File: src/rtl/text_write_scheduler.sv
// -----------------------------------------------------------------------------
// text_write_scheduler
//
// Queues CPU character writes in a small FIFO and drains them into text_buffer
// one cell per cycle, but only while write_window is high (display blanking).
// Writes are drained in arrival order. Addresses outside the screen are
// acknowledged and dropped.
//
// Optional clear-screen engine, built only when the macro TEXT_CLEAR_EN is
// defined: a clr_req pulse flushes the queue and fills cells 0..CELLS-1 with
// BLANK_CHAR, again only while write_window is high. Without the macro,
// clr_req is ignored and clr_busy is tied low.
//
// Ports
//   clk, rst_n            clock, asynchronous active-low reset
//   cpu_req/addr/char     CPU write request (level), cell address, code
//   cpu_ack               combinational; the request is taken at this edge
//   clr_req, clr_busy     clear-screen request pulse / clear in progress
//   write_window          1 = text_buffer may be written this cycle
//   tb_we/waddr/char      registered write port toward text_buffer
//   fifo_count, fifo_full queue occupancy (0..FIFO_DEPTH) and full flag
// -----------------------------------------------------------------------------
module text_write_scheduler #(
  parameter int         FIFO_DEPTH = 8,
  parameter int         CELLS      = 2400,
  parameter logic [3:0] BLANK_CHAR = 4'h0
) (
  input  logic        clk,
  input  logic        rst_n,
  input  logic        cpu_req,
  input  logic [11:0] cpu_addr,
  input  logic [3:0]  cpu_char,
  output logic        cpu_ack,
  input  logic        clr_req,
  output logic        clr_busy,
  input  logic        write_window,
  output logic        tb_we,
  output logic [11:0] tb_waddr,
  output logic [3:0]  tb_char,
  output logic [3:0]  fifo_count,
  output logic        fifo_full
);

  localparam int          PTR_W     = $clog2(FIFO_DEPTH);
  localparam logic [3:0]  DEPTH_C   = 4'(FIFO_DEPTH);
  localparam logic [11:0] LAST_CELL = 12'(CELLS - 1);

`ifdef TEXT_CLEAR_EN
  typedef enum logic [1:0] {IDLE, DRAIN, CLEAR} state_t;
`else
  typedef enum logic [1:0] {IDLE, DRAIN} state_t;
`endif

  typedef struct packed {
    logic [11:0] addr;
    logic [3:0]  chr;
  } entry_t;

  entry_t           mem [FIFO_DEPTH];
  entry_t           head;
  logic [PTR_W-1:0] wr_ptr;
  logic [PTR_W-1:0] rd_ptr;
  state_t           state;
  logic             fifo_empty;
  logic             push;
  logic             pop;

  assign fifo_full  = (fifo_count == DEPTH_C);
  assign fifo_empty = (fifo_count == 4'd0);
  // Fullness is the registered pre-edge count, so a full queue never accepts.
  assign cpu_ack    = rst_n & cpu_req & ~fifo_full;
  // Off-screen addresses are acknowledged but never stored.
  assign push       = cpu_ack & (cpu_addr <= LAST_CELL);
  assign head       = mem[rd_ptr];

  // NOTE: the storage array has no reset; the pointers and count alone decide
  // which entries are valid, and leaving the array unreset lets it map to RAM.
  always_ff @(posedge clk) begin
    if (push) mem[wr_ptr] <= {cpu_addr, cpu_char};
  end

`ifdef TEXT_CLEAR_EN
  logic [11:0] clr_cnt;
  logic        blank_write;

  // A clear request wins over any pop or blank write in the same cycle.
  // NOTE: every signal assigned here gets a default first, so no path through
  // the block can leave it unassigned and infer a latch.
  always_comb begin
    pop         = 1'b0;
    blank_write = 1'b0;
    if (!clr_req) begin
      if (state == CLEAR) blank_write = write_window;
      else                pop         = write_window & ~fifo_empty;
    end
  end
`else
  // clr_req and BLANK_CHAR only matter to the clear engine.
  logic [4:0] clear_cfg_unused;
  assign clear_cfg_unused = {clr_req, BLANK_CHAR};
  assign clr_busy         = 1'b0;
  assign pop              = write_window & ~fifo_empty;
`endif

  // NOTE: sequential state uses non-blocking assignments only, so every
  // right-hand side below reads the pre-edge value regardless of order.
  always_ff @(posedge clk or negedge rst_n) begin
    if (!rst_n) begin
      state      <= IDLE;
      wr_ptr     <= '0;
      rd_ptr     <= '0;
      fifo_count <= '0;
      tb_we      <= 1'b0;
      tb_waddr   <= '0;
      tb_char    <= '0;
`ifdef TEXT_CLEAR_EN
      clr_busy   <= 1'b0;
      clr_cnt    <= '0;
`endif
    end else begin
      // Output port: one-cycle write pulse, address/data held between writes.
`ifdef TEXT_CLEAR_EN
      tb_we <= pop | blank_write;
      if (blank_write) begin
        tb_waddr <= clr_cnt;
        tb_char  <= BLANK_CHAR;
      end else if (pop) begin
        tb_waddr <= head.addr;
        tb_char  <= head.chr;
      end
`else
      tb_we <= pop;
      if (pop) begin
        tb_waddr <= head.addr;
        tb_char  <= head.chr;
      end
`endif

      if (push) wr_ptr <= wr_ptr + PTR_W'(1);

`ifdef TEXT_CLEAR_EN
      if (clr_req) begin
        // Flush: everything queued before this edge is dropped; an entry
        // pushed on this same edge sits at the old wr_ptr and becomes head.
        rd_ptr     <= wr_ptr;
        fifo_count <= push ? 4'd1 : 4'd0;
        state      <= CLEAR;
        clr_cnt    <= '0;
        clr_busy   <= 1'b1;
      end else
`endif
      begin
        if (pop) rd_ptr <= rd_ptr + PTR_W'(1);
        case ({push, pop})
          2'b10:   fifo_count <= fifo_count + 4'd1;
          2'b01:   fifo_count <= fifo_count - 4'd1;
          default: ;
        endcase

        case (state)
          IDLE: begin
            if (pop) state <= DRAIN;
          end
          DRAIN: begin
            // Leave once the window closes or the last queued entry is gone.
            if (!write_window || fifo_empty ||
                (pop && !push && fifo_count == 4'd1)) begin
              state <= IDLE;
            end
          end
`ifdef TEXT_CLEAR_EN
          CLEAR: begin
            if (blank_write) begin
              if (clr_cnt == LAST_CELL) begin
                state    <= IDLE;
                clr_cnt  <= '0;
                clr_busy <= 1'b0;
              end else begin
                clr_cnt <= clr_cnt + 12'd1;
              end
            end
          end
`endif
          default: state <= IDLE;
        endcase
      end
    end
  end

endmodule

File: config.mk
export PLATFORM = sky130hd
export DESIGN_NAME = text_write_scheduler
export DESIGN_NICKNAME = d
export VERILOG_FILES = /design/src/rtl/text_write_scheduler.sv
export SDC_FILE = /design/constraint.sdc
export NUM_CORES = 1
export LEC_CHECK = 0
export BUFFER_PORTS_ARGS = -buffer_cell sky130_fd_sc_hd__buf_2
export CAP_MARGIN = 10
export CORE_MARGIN = 4
export CORE_UTILIZATION = 45
export DETAILED_ROUTE_END_ITERATION = 10
export PLACE_DENSITY = 0.6
export SLEW_MARGIN = 15
export SYNTH_ARGS = -nofsm -noshare
export SYNTH_HDL_FRONTEND = slang
export SYNTH_SLANG_ARGS = --single-unit
export TNS_END_PERCENT = 50
File: constraint.sdc
create_clock -name clk -period 4.3 [get_ports clk]
set_clock_uncertainty 0.1 [all_clocks]
set_input_delay 0.215 -clock clk [delete_from_list [all_inputs] [get_ports clk]]
set_output_delay 0.215 -clock clk [all_outputs]
set_load 0.01 [all_outputs]
-- Word-level counts from Yosys, hierarchy flattened
Memory sizes are Yosys's and may differ from the RTL's. A register that Yosys moved wholly into a read port is not among the register bits.
Index checks and enable logic that the tools add are counted.
Widths: inputs -> output; s select.
- register bits after elaboration: 11
- bits in writable memories: 128
- input bits: 21
- output and inout bits: 24
- memories: 1
- $add $sub $neg: 4
- order comparisons: 1
- equality and inequality tests: 3
- mux-type cells: 3
- bitwise gates (word level): 6
- reductions and logical operators: 3
- memories (memory ; depth ; bits a word ; rd ports ; clocked after Yosys merged registers in ; write ports ; line ; source):
    mem ; 8 ; 16 ; 1 ; 1 ; 1 ; 59 ; entry_t mem [FIFO_DEPTH];
- operator list (cell ; count):
    $le 12x12->1 const B ; 1
    $pmux 4 s2 ; 1
    $add 3x1->3 const B ; 2
    $add 4x1->4 const B ; 1
    $and 1x1->1 ; 4
    $eq 4x4->1 const B ; 1
    $logic_not 4->1 ; 1
    $sub 4x1->4 const B ; 1
    $eq 2x1->1 const B ; 1
    $eq 2x2->1 const B ; 1
    $mux 1 ; 2
    $not 1->1 ; 2
    $reduce_bool 2->1 ; 1
    $logic_not 1->1 ; 1

-- Longest topological paths before layout
Gate-level depths: netlist (run 1).
- depth after elaboration: 6
- depth in mapped cells: 9
- mapped depth without buffers: 9

-- Worst setup path after synthesis (run 1)
Ideal clock, no wire load.
- path kind: reg-to-reg
- start: register fifo_count[3]
- end: memory mem[0][0] in the netlist's numbering (enable)
- setup time: 0.430 ns
- data arrival time: 2.748 ns
- data required time: 3.770 ns
- path slack: 1.022 ns
- cell stages (with the launch flop): 5
- path buffers: 0
- clock period less this slack: 3.278 ns
- path through: dfrtp_1 > nor4b_2 > nor2_1 > nand2_2 > nor4_1
- word-level cells in the longest chain between the ends: 6
- ends and longest elaborated chain (element ; line ; source):
    start, declared ; 40 ; output logic [3:0] fifo_count,
    start signal, assigned ; 155 ; 2'b10: fifo_count <= fifo_count + 4'd1;
    start signal, assigned ; 156 ; 2'b01: fifo_count <= fifo_count - 4'd1;
    $eq 4x4->1 ; 68 ; assign fifo_full = (fifo_count == DEPTH_C);
    via fifo_full ; 41 ; output logic fifo_full
    $not 1->1 ; 71 ; assign cpu_ack = rst_n & cpu_req & ~fifo_full;
    $and 1x1->1 ; 71 ;
    via cpu_ack ; 33 ; output logic cpu_ack,
    $and 1x1->1 ; 73 ; assign push = cpu_ack & (cpu_addr <= LAST_CELL);
    $mux 1 ; 79 ; if (push) mem[wr_ptr] <= {cpu_addr, cpu_char};
    $mux 1 (not written as such) ; 79 ;
    end, declared ; 59 ;
The timed path passes the listed nets, and every way through them passes these cells.

-- Final worst setup path (run 1)
- start: input port rst_n
- end: register fifo_count[3]
- word-level cells in the longest chain between the ends: 5
- elaborated cells on any way between the ends: 7
- those cells by class: eq/ne: 2; mux: 1; bitwise: 3; reduce/logical: 1
- ends and longest elaborated chain (element ; line ; source):
    start, declared ; 29 ; input logic rst_n,
    $and 1x1->1 * (2 in a row) ; 71 ;
    $and 1x1->1 * ; 73 ;
    $eq 2x1->1 or $eq 2x2->1 (tied branches) ; 154 ; case ({push, pop})
    $pmux 4 s2 or $reduce_bool 2->1 (tied branches) ; n/a ;
Every way passes the cells marked *; elsewhere a longest branch is shown, timed or not.
A chain may end at the register's enable or synchronous reset.

==> results of run 1 <==
## layer usage
metal | global-route usage, % | vias to the layer above | part of all wire, %
met2 | 25.8 | 82 | 49
met4 | 6.38 | 0 | 1.7
met3 | 4.01 | 23 | 4.7
met1 | 22.3 | 1664 | 45
met5 | 0 | - | 0
li1 | - | 1559 | -
## worst max-delay path: stages
cell           delay, ps
dlygate4sd3_1        510
buf_2                 90
buf_4                380
nand2_1              110
nor2_1               300
nand2_2              230
ha_1                 350
ha_1                 290
a21oi_1              220
o21ai_0              130
o311ai_0             360
## area by class of cell
class,instances,share of cell area [%]
Timing Repair Buffer,68,6.14
Sequential cell,155,61.7
Inverter,6,0.307
Tap cell,176,3.00
Multi-Input combinational cell,186,20.7
Clock inverter,7,1.55
Clock buffer,23,6.66
## power breakdown
group | switching, mW | internal [mW]
Combinational | 0.650 | 0.582
Sequential | 0.200 | 1.81
Clock | 0.544 | 0.965
Total | 1.39 | 3.36
## cells in the mapped netlist (3+ instances only)
library cell  number  area share [%]
nor3_1             5            0.41
o22ai_1           16             1.6
inv_1              5            0.30
xnor2_1            5            0.71
mux2i_1           33             5.3
nand2_1           25             1.5
ha_1               5             1.0
clkbuf_1           5            0.30
a221o_1           16             2.6
nand2b_1           4            0.41
dfrtp_1           27              11
buf_2              4            0.32
mux2_1             4            0.73
nor2_1             5            0.30
mux2_2            29             5.3
buf_6              3            0.55
o21ai_1           17             1.4
o21ai_0            3            0.24
edfxtp_1         128              62
## registers in the layout, summed over array words and instances (netlist names)
signal and cells:
mem 128, tb_char 4, wr_ptr 3, tb_we 1, tb_waddr 12, rd_ptr 3, fifo_count 4
## layout by cell type, fill, tap and decap left out, types with 12 or more instances in the layout
cell type	netlist	routed
o21ai_1	17	17
nand2_1	25	25
dlygate4sd3_1	0	13
mux2i_1	33	33
clkbuf_16	0	17
dfrtp_1	27	26
o22ai_1	16	16
buf_2	4	42
edfxtp_1	128	128
mux2_2	29	29
buf_4	2	12
a221o_1	16	16
## final timing paths
kind	slack, ps	endpoint
max in group asynchronous	3510	rd_ptr[0]
min in group asynchronous	260	fifo_count[1]
worst max register to register	1290	fifo_count[3]
worst max-delay path	1280	fifo_count[3]
worst min register to register	380	tb_char[2]
worst min-delay path	7	mem[7][11]
## timing repair
item	4_1_cts	5_1_grt
buffers inserted	0	0
gates resized for setup	0	0
hold buffers	13	0
setup endpoints to repair	0	0
hold endpoints to repair	123	0
## kinds of logic after synthesis
| family | after synthesis | share of synthesized area (%) |
|---|---|---|
| adders and majority gates | 6 | 1.34 |
| and+or+nand+nor | 51 | 4.01 |
| other | 1 | 0.0607 |
| DFF | 155 | 73.2 |
| muxes | 66 | 11.4 |
| AOI/OAI and AO/OA | 56 | 6.46 |
| buffers and inverters | 24 | 2.75 |
| xor gates and xnor gates | 6 | 0.851 |
## stage by stage
stage | cells | worst slack [ps] | hold slack (ps) | util, %
floorplan | 365 | 1020 | -181 | -
global placement | 578 | 1360 | 165 | 49.4
detailed placement | 578 | 1290 | 174 | 49.4
CTS | 621 | 1260 | 0.705 | 54.9
global route | 621 | 952 | 7.40 | 54.9
finish | 621 | 1280 | 6.56 | 54.9
==> flow_summary.yaml, run 1 <==
setup_path:
  cp_data_required_time_ps: 4490
  reg2reg_depth: 9
  start_kind: "primary input"
  critPathKind: "in -> reg"
  cp-end-kind: "flop"
  crit_fanout: 28
  startpoint: "rst_n"
  cp.arrival_ps: 3210
  reg2reg_from: "fifo_count[0]"
floorplan:
  fp-row-count: 42
  die_w_um: 125
  die_area_um2: 15700
  start_util_pct: 46.3
  core-area_um2: 13300
  ios: 45
  die_h_um: 125
layout:
  nets: 461
  fillers: 1091
  area_delta_synth_final_pct: 18.7
  n_antenna_cell: 0
  seq_area_um2: 4520
  finalInstanceArea_um2: 7330
  drive_gt1_share_pct: 27.4
  multi_input_area_um2: 1520
global_routing:
  grt_max_degree: 37
  grt_usage_pct: 16.4
  grt_pass1_vias: 3444
  overflow: 0
  antenna_found_initial: 0
  grt_pass1_wl_um: 19300
worst_hold_path:
  worstHoldStart: "cpu_addr[7]"
  whs_path_depth: 1
  hp-class: "in -> reg"
clocking:
  cts_root_buf: "clkbuf_16"
  clkSinkCount: 155
  cts_buffer_depth: 2
  cts_tree: "built"
  clk_latency_ps: 410
  clkTransAtPathRegs_ps: 60
  htreeDepth: 4
  numCtsBuffers: 17
sta:
  slew_violations: 0
  hold_viol: 0
  fin_crit_ps: 3020
  finalCritPeriodShare_pct: 70.2
  fmax_mhz: 331
  relSlewSlack_pct: 34.8
  fin_tns_setup_ps: 0
  rsz0062_at_grt: "false"
  worstMarginPinSlew_ps: 978
  finalSetupViolCount: 0
placed_design:
  place_area_um2: 6600
  port_buffers: 42
  dp_hpwl_um: 6880
  globalplace.congestion: 0.688
run:
  cap_violations: 0
yosys:
  synthCells: 365
  synth_edf_count: 128
  yosysUniqueCellTypes: 40
  ys_ff_latch: 155
  async_flop_share_pct: 17.4
  ys_seq_area_share_pct: 73.2
  synth_nets: 392
  avgSynthCellArea_um2: 16.9
  ys.flop_type: "edfxtp_1"
  syn_area_um2: 6180
  yosys_warnings: 0
pwr:
  totalPowerFinal_mw: 4.76
  p_per_area_nw_per_um2: 649
  peakVddDrop_mv: 0.320
  leakagePower_nw: 2.69
route:
  drc_errors: 0
  drt_iter0_drc: 307
  first_pass_iters: 4
  via_count: 3328
  viasPerCell: 5.36
  wl_um: 12200
  wl_per_cell_um: 19.6
  ant_nets: 0
run_status:
  status: "complete, no violations"
Note: power is estimated with default switching activity, not from simulation.
==> run 2: changes to the inputs <==
- PLACE_DENSITY: 0.6 -> 0.63
- clock period: 4.3 -> 2.4 ns (I/O delays scaled with it)
==> run 2 against run 1 <==
Effect of this change: cell area grew 4.0%; cell count grew 5.2%; hold slack gained 150 ps.
==> flow_summary.yaml, run 2 (synthesis results as in run 1) <==
run_status:
  status: "complete, no violations"
pwr:
  totalPowerFinal_mw: 8.73
  leakagePower_nw: 2.84
  peakVddDrop_mv: 0.613
  p_per_area_nw_per_um2: 1150
sta:
  slew_violations: 0
  relSlewSlack_pct: 51.9
  fin_tns_setup_ps: 0
  fmax_mhz: 432
  hold_viol: 0
  fin_hold_ws_ps: 153
  fin_crit_ps: 2320
  finalCritPeriodShare_pct: 96.5
  finalSetupViolCount: 0
  worstMarginPinSlew_ps: 721
setup_path:
  cp.arrival_ps: 2530
  start_kind: "flop"
  cp-end-kind: "flop"
  path_buf_inv: 1
  slowest_stage: "dfrtp_2"
  critPathKind: "reg -> reg"
  crit_chain: "or3_4 -> o21ai_4 -> inv_2 -> ha_4 -> ha_1 -> a21oi_2 -> o21ai_0 -> o311ai_1"
  crit_fanout: 6
  crit_family: "compound AO/OA/AOI/OAI gates"
  max_stage_delay_ps: 430
  cp_data_required_time_ps: 2610
floorplan:
  die_h_um: 125
  die_area_um2: 15700
  core-area_um2: 13300
  start_util_pct: 46.3
  die_w_um: 125
  fp-row-count: 42
  ios: 45
route:
  drt_iter0_drc: 201
  drc_errors: 0
  wl_per_cell_um: 19.5
  ant_nets: 0
  first_pass_iters: 4
  wl_um: 12700
  via_count: 3467
  viasPerCell: 5.31
clocking:
  numCtsBuffers: 17
  htreeDepth: 4
  cts_buffer_depth: 2
  clkSinkCount: 155
  clkTransAtPathRegs_ps: 60
  cts_tree: "built"
  cts_root_buf: "clkbuf_16"
  clk_latency_ps: 420
placed_design:
  place_inst: 603
  globalplace.congestion: 0.765
  port_buffers: 42
  dp_hpwl_um: 7800
layout:
  nets: 491
  instances_no_fill: 653
  final_cell_mix: "edfxtp_1 (128), buf_2 (42), buf_4 (36)"
  multi_input_area_um2: 1580
  fillers: 1093
  final_common_cell: "edfxtp_1"
  n_antenna_cell: 0
  largest_reg_flops: 128
  seq_area_um2: 4520
  drive_gt1_share_pct: 31.7
  area_delta_synth_final_pct: 23.4
  reg_top3: "mem (128), tb_waddr (12)"
  top_register: "mem"
global_routing:
  grt_pass1_vias: 3500
  grt_pass1_wl_um: 20100
  grt_usage_pct: 17.2
  grt_max_degree: 67
  antenna_found_initial: 0
  overflow: 0
worst_hold_path:
  hp-class: "in -> reg"
run:
  cap_violations: 0
## run 2: cell count changes in the layout (fill, tap and decap cells not counted), moves of 2 or more
cell	delta
dlygate4sd3_1	+5
buf_4	+24
clkbuf_8	-3
ha_4	+2
ha_1	-2
clkbuf_1	+4
## run 2: path summary, 6_finish.rpt
check | cells after the start | slack, ps | to | startpoint
worst max-delay path | 8 | 80 | fifo_count[3] | fifo_count[1]
worst min-delay path | 6 | 150 | wr_ptr[2] | cpu_req
worst max register to register | 8 | 80 | fifo_count[3] | fifo_count[1]
worst min register to register | 2 | 370 | tb_char[1] | tb_char[1]
max in group asynchronous | 3 | 1690 | fifo_count[1] | rst_n
min in group asynchronous | 3 | 180 | fifo_count[2] | rst_n
## run 2: metrics by stage
stage	util [%]	worst slack (ps)	area, µm²
after floorplan	-	-477	6180
after global placement	51.0	-0.332	6810
after detailed placement	51.0	-62.4	6810
after CTS	56.8	20.0	7580
after global routing	57.1	-54.5	7620
final	57.1	82.9	7620
## run 2: what timing repair did
action | CTS | global route
setup buffers | 0 | 0
resized for setup | 3 | 9
endpoints found under the setup margin | 2 | 3
hold buffers | 18 | 0
endpoints found under the hold margin | 156 | 0
pin swaps | 0 | 2
## run 2: tightest hold or removal path: stages
cell and delay (ps):
buf_2 90, nand2_1 60, nor2_2 60, buf_4 140
nand3_1 90, xnor2_1 60
## run 2: power breakdown
part | switching, mW | total, mW | internal [mW]
registers | 0.227 | 3.48 | 3.25
clock network | 0.974 | 2.63 | 1.66
logic | 1.38 | 2.62 | 1.24
total | 2.58 | 8.73 | 6.15
## run 2: cell type report
type | instances | share of cell area [%]
sequential | 155 | 59.3
clock inverter | 8 | 1.56
inverter | 6 | 0.295
timing repair buffer | 98 | 9.19
clock buffer | 24 | 6.06
tap | 176 | 2.89
multi-input combinational | 186 | 20.7
## run 2: routing by layer
metal	wire (µm)	vias up	global-route usage [%]	part of all wire, %
li1	-	1617	-	-
met1	5450	1766	22.1	43
met2	6540	74	28.6	51
met3	594	10	4.39	4.7
met4	133	0	5.55	1.0
met5	0	-	0	0
==> run 3: changes to the inputs <==
- ABC_AREA: default -> 1
==> run 3 against run 2 <==
Effect of this change: sequential power up 1%; flip-flop and latch count unchanged; non-clock buffer count down 14; critical path type is now in -> reg; largest power group unchanged.
==> flow_summary.yaml, run 3 <==
pwr:
  totalPowerFinal_mw: 8.91
  combPwrFrac_pct: 31.4
  swShare_pct: 35.8
  seqPwrFrac_pct: 39.5
  p_per_area_nw_per_um2: 1110
  peakVddDrop_mv: 0.569
  clockPowerShare_pct: 29.1
  leakagePower_nw: 3.62
  switchingPower_mw: 3.19
  p_int_mw: 5.72
sta:
  slew_violations: 0
  hold_viol: 0
  worstMarginPinSlew_ps: 514
  relSlewSlack_pct: 65.7
  fin_hold_ws_ps: 98.9
  finalCritPeriodShare_pct: 90.5
  finalSetupViolCount: 0
  fmax_mhz: 461
  fin_tns_setup_ps: 0
  rsz0062_at_grt: "false"
  fin_crit_ps: 2170
  fin_ws_ps: 229
layout:
  drive_gt1_share_pct: 17.7
  top_register: "mem"
  utilization_pct: 54.5
  area_delta_synth_final_pct: 17.0
  n_antenna_cell: 0
  finalInstanceArea_um2: 8050
  final_common_cell: "nand2_1"
  instances_no_fill: 924
  final_cell_mix: "nand2_1 (219), edfxtp_1 (128), inv_1 (107)"
  reg_top3: "mem (128), tb_waddr (12)"
  nets: 754
  largest_reg_flops: 128
route:
  via_count: 4578
  wl_per_cell_um: 16.0
  drt_iter0_drc: 295
  wl_um: 14800
  ant_nets: 0
  drc_errors: 0
  first_pass_iters: 5
  viasPerCell: 4.95
worst_hold_path:
  hp-class: "in -> reg"
  worstHoldStart: "cpu_req"
yosys:
  synth.area.top_cells: "edfxtp_1 (56%), nand2_1 (12%), dfrtp_1 (9.8%)"
  synth_top_cell_by_area: "edfxtp_1"
  yosys_warnings: 0
  synth_edf_count: 128
  yosys-top-cells-count: "nand2_1 (220), edfxtp_1 (128), inv_1 (107), nand3_1 (87), dfrtp_1 (27)"
  ys.flop_type: "edfxtp_1"
  ys_ff_latch: 155
  avgSynthCellArea_um2: 10.5
  yosysUniqueCellTypes: 29
  syn_area_um2: 6880
  synth_top_area_share_pct: 55.9
  synthCells: 653
  async_flop_share_pct: 17.4
  synth_nets: 680
  ys_seq_area_share_pct: 65.7
  yosysMostFrequentCell: "nand2_1"
setup_path:
  critPathKind: "in -> reg"
  cp_common_cell: "nand2_1"
  cp_data_required_time_ps: 2630
  cp.arrival_ps: 2400
  cp-end-kind: "flop"
  start_kind: "primary input"
  max_stage_delay_ps: 530
  crit_fanout: 9
  slowest_stage: "dlygate4sd3_1"
  reg2reg_from: "fifo_count[1]"
  crit_chain: "dlygate4sd3_1 -> buf_2 -> nand2_1 -> nand2_1 -> nand2_1 -> nand2_1 -> nand2_2 -> nand2_4 -> ha_2 -> ha_1 -> a21oi_1 -> nand2_1 -> nand2_1 -> nand2_1 -> nand2_1 -> nand2_1"
  startpoint: "cpu_addr[6]"
clocking:
  cts_root_buf: "clkbuf_16"
  cts_setup_buffers: 0
  clkSinkCount: 155
  clk_latency_ps: 430
  cts_buffer_depth: 2
  htreeDepth: 4
  numCtsBuffers: 17
  cts_tree: "built"
  clkTransAtPathRegs_ps: 70
placed_design:
  place_area_um2: 7290
  dp_slack_ps: 226
  place_inst: 875
  dp_hpwl_um: 8750
  globalplace.congestion: 0.791
  port_buffers: 42
floorplan:
  core-area_um2: 14800
  start_util_pct: 46.6
  die_area_um2: 17300
  die_w_um: 132
  die_h_um: 132
  fp-row-count: 44
  ios: 45
global_routing:
  antenna_found_initial: 0
  grt_pass1_vias: 4397
  grt_usage_pct: 17.7
  overflow: 0
  grt_pass1_wl_um: 23700
  grt_max_degree: 57
run:
  cap_violations: 0
run_status:
  status: "complete, no violations"
## run 3: cell count changes after synthesis, sizes merged, moves of 5 or more
| cell | before | now |
|---|---|---|
| o22ai | 16 | 0 |
| nand2 | 26 | 223 |
| buf | 12 | 25 |
| nor2 | 5 | 11 |
| o21ai | 21 | 3 |
| mux2 | 33 | 0 |
| inv | 6 | 111 |
| a221o | 16 | 0 |
| nand3 | 2 | 106 |
| mux2i | 33 | 0 |
| nor3 | 5 | 0 |
## run 3: cells by family (layout without fill, tap and decap cells)
kind of cell    Yosys count  in the layout  synth area share (%)
simple gates            341            341                  22.3
flops                   155            155                  65.7
buf+inv                 140            227                  9.41
fa+ha+maj                 6              6                  1.20
compound gates            5              5                 0.655
xor+xnor                  5              5                 0.637
other cells               1              1                0.0545
## run 3: repair_timing
item                                    in CTS  in global routing
hold buffers                                17                  0
hold endpoints to repair                   155                  0
gates resized for setup                      0                  2
endpoints found under the setup margin       0                  2
## run 3: path summary, 6_finish.rpt
check,end,slack [ps],depth (start not counted)
worst max-delay path,fifo_count[3],230,16
worst min-delay path,wr_ptr[2],100,6
worst max register to register,fifo_count[3],310,11
worst min register to register,tb_waddr[11],380,2
max in group asynchronous,rd_ptr[0],1710,3
min in group asynchronous,fifo_count[3],160,3
## run 3: metal layers
layer,routed length (µm),share of wire [%],vias to the layer above,GRT usage (%)
li1,-,-,2235,-
met4,216,1.5,0,5.60
met2,7120,48,112,27.9
met5,0,0,-,0
met3,770,5.2,18,4.70
met1,6700,45,2213,24.2
## run 3: worst max-delay path, delay by kind of cell
| kind | cells | cell delay [ps] |
|---|---|---|
| fa+ha+maj | 2 | 560 |
| compound gates | 1 | 200 |
| simple gates | 11 | 820 |
| buf+inv | 2 | 700 |
## run 3: power groups by stage
stage	clock [mW]	sequential [mW]	combinational, mW
2_1_floorplan	0	3.55	2.07
3_3_place_gp	0	3.55	2.70
3_5_place_dp	0	3.58	2.78
4_1_cts	2.63	3.52	2.82
5_1_grt	2.77	3.57	3.13
6_report	2.59	3.52	2.80
## run 3: layout make-up
type	instances	area [µm²]
Inverter	111	422
Fill cell	1280	6710
Clock buffer	17	425
Tap cell	184	230
Clock inverter	15	151
Sequential cell	155	4520
Multi-Input combinational cell	358	1720
Timing Repair Buffer	84	581
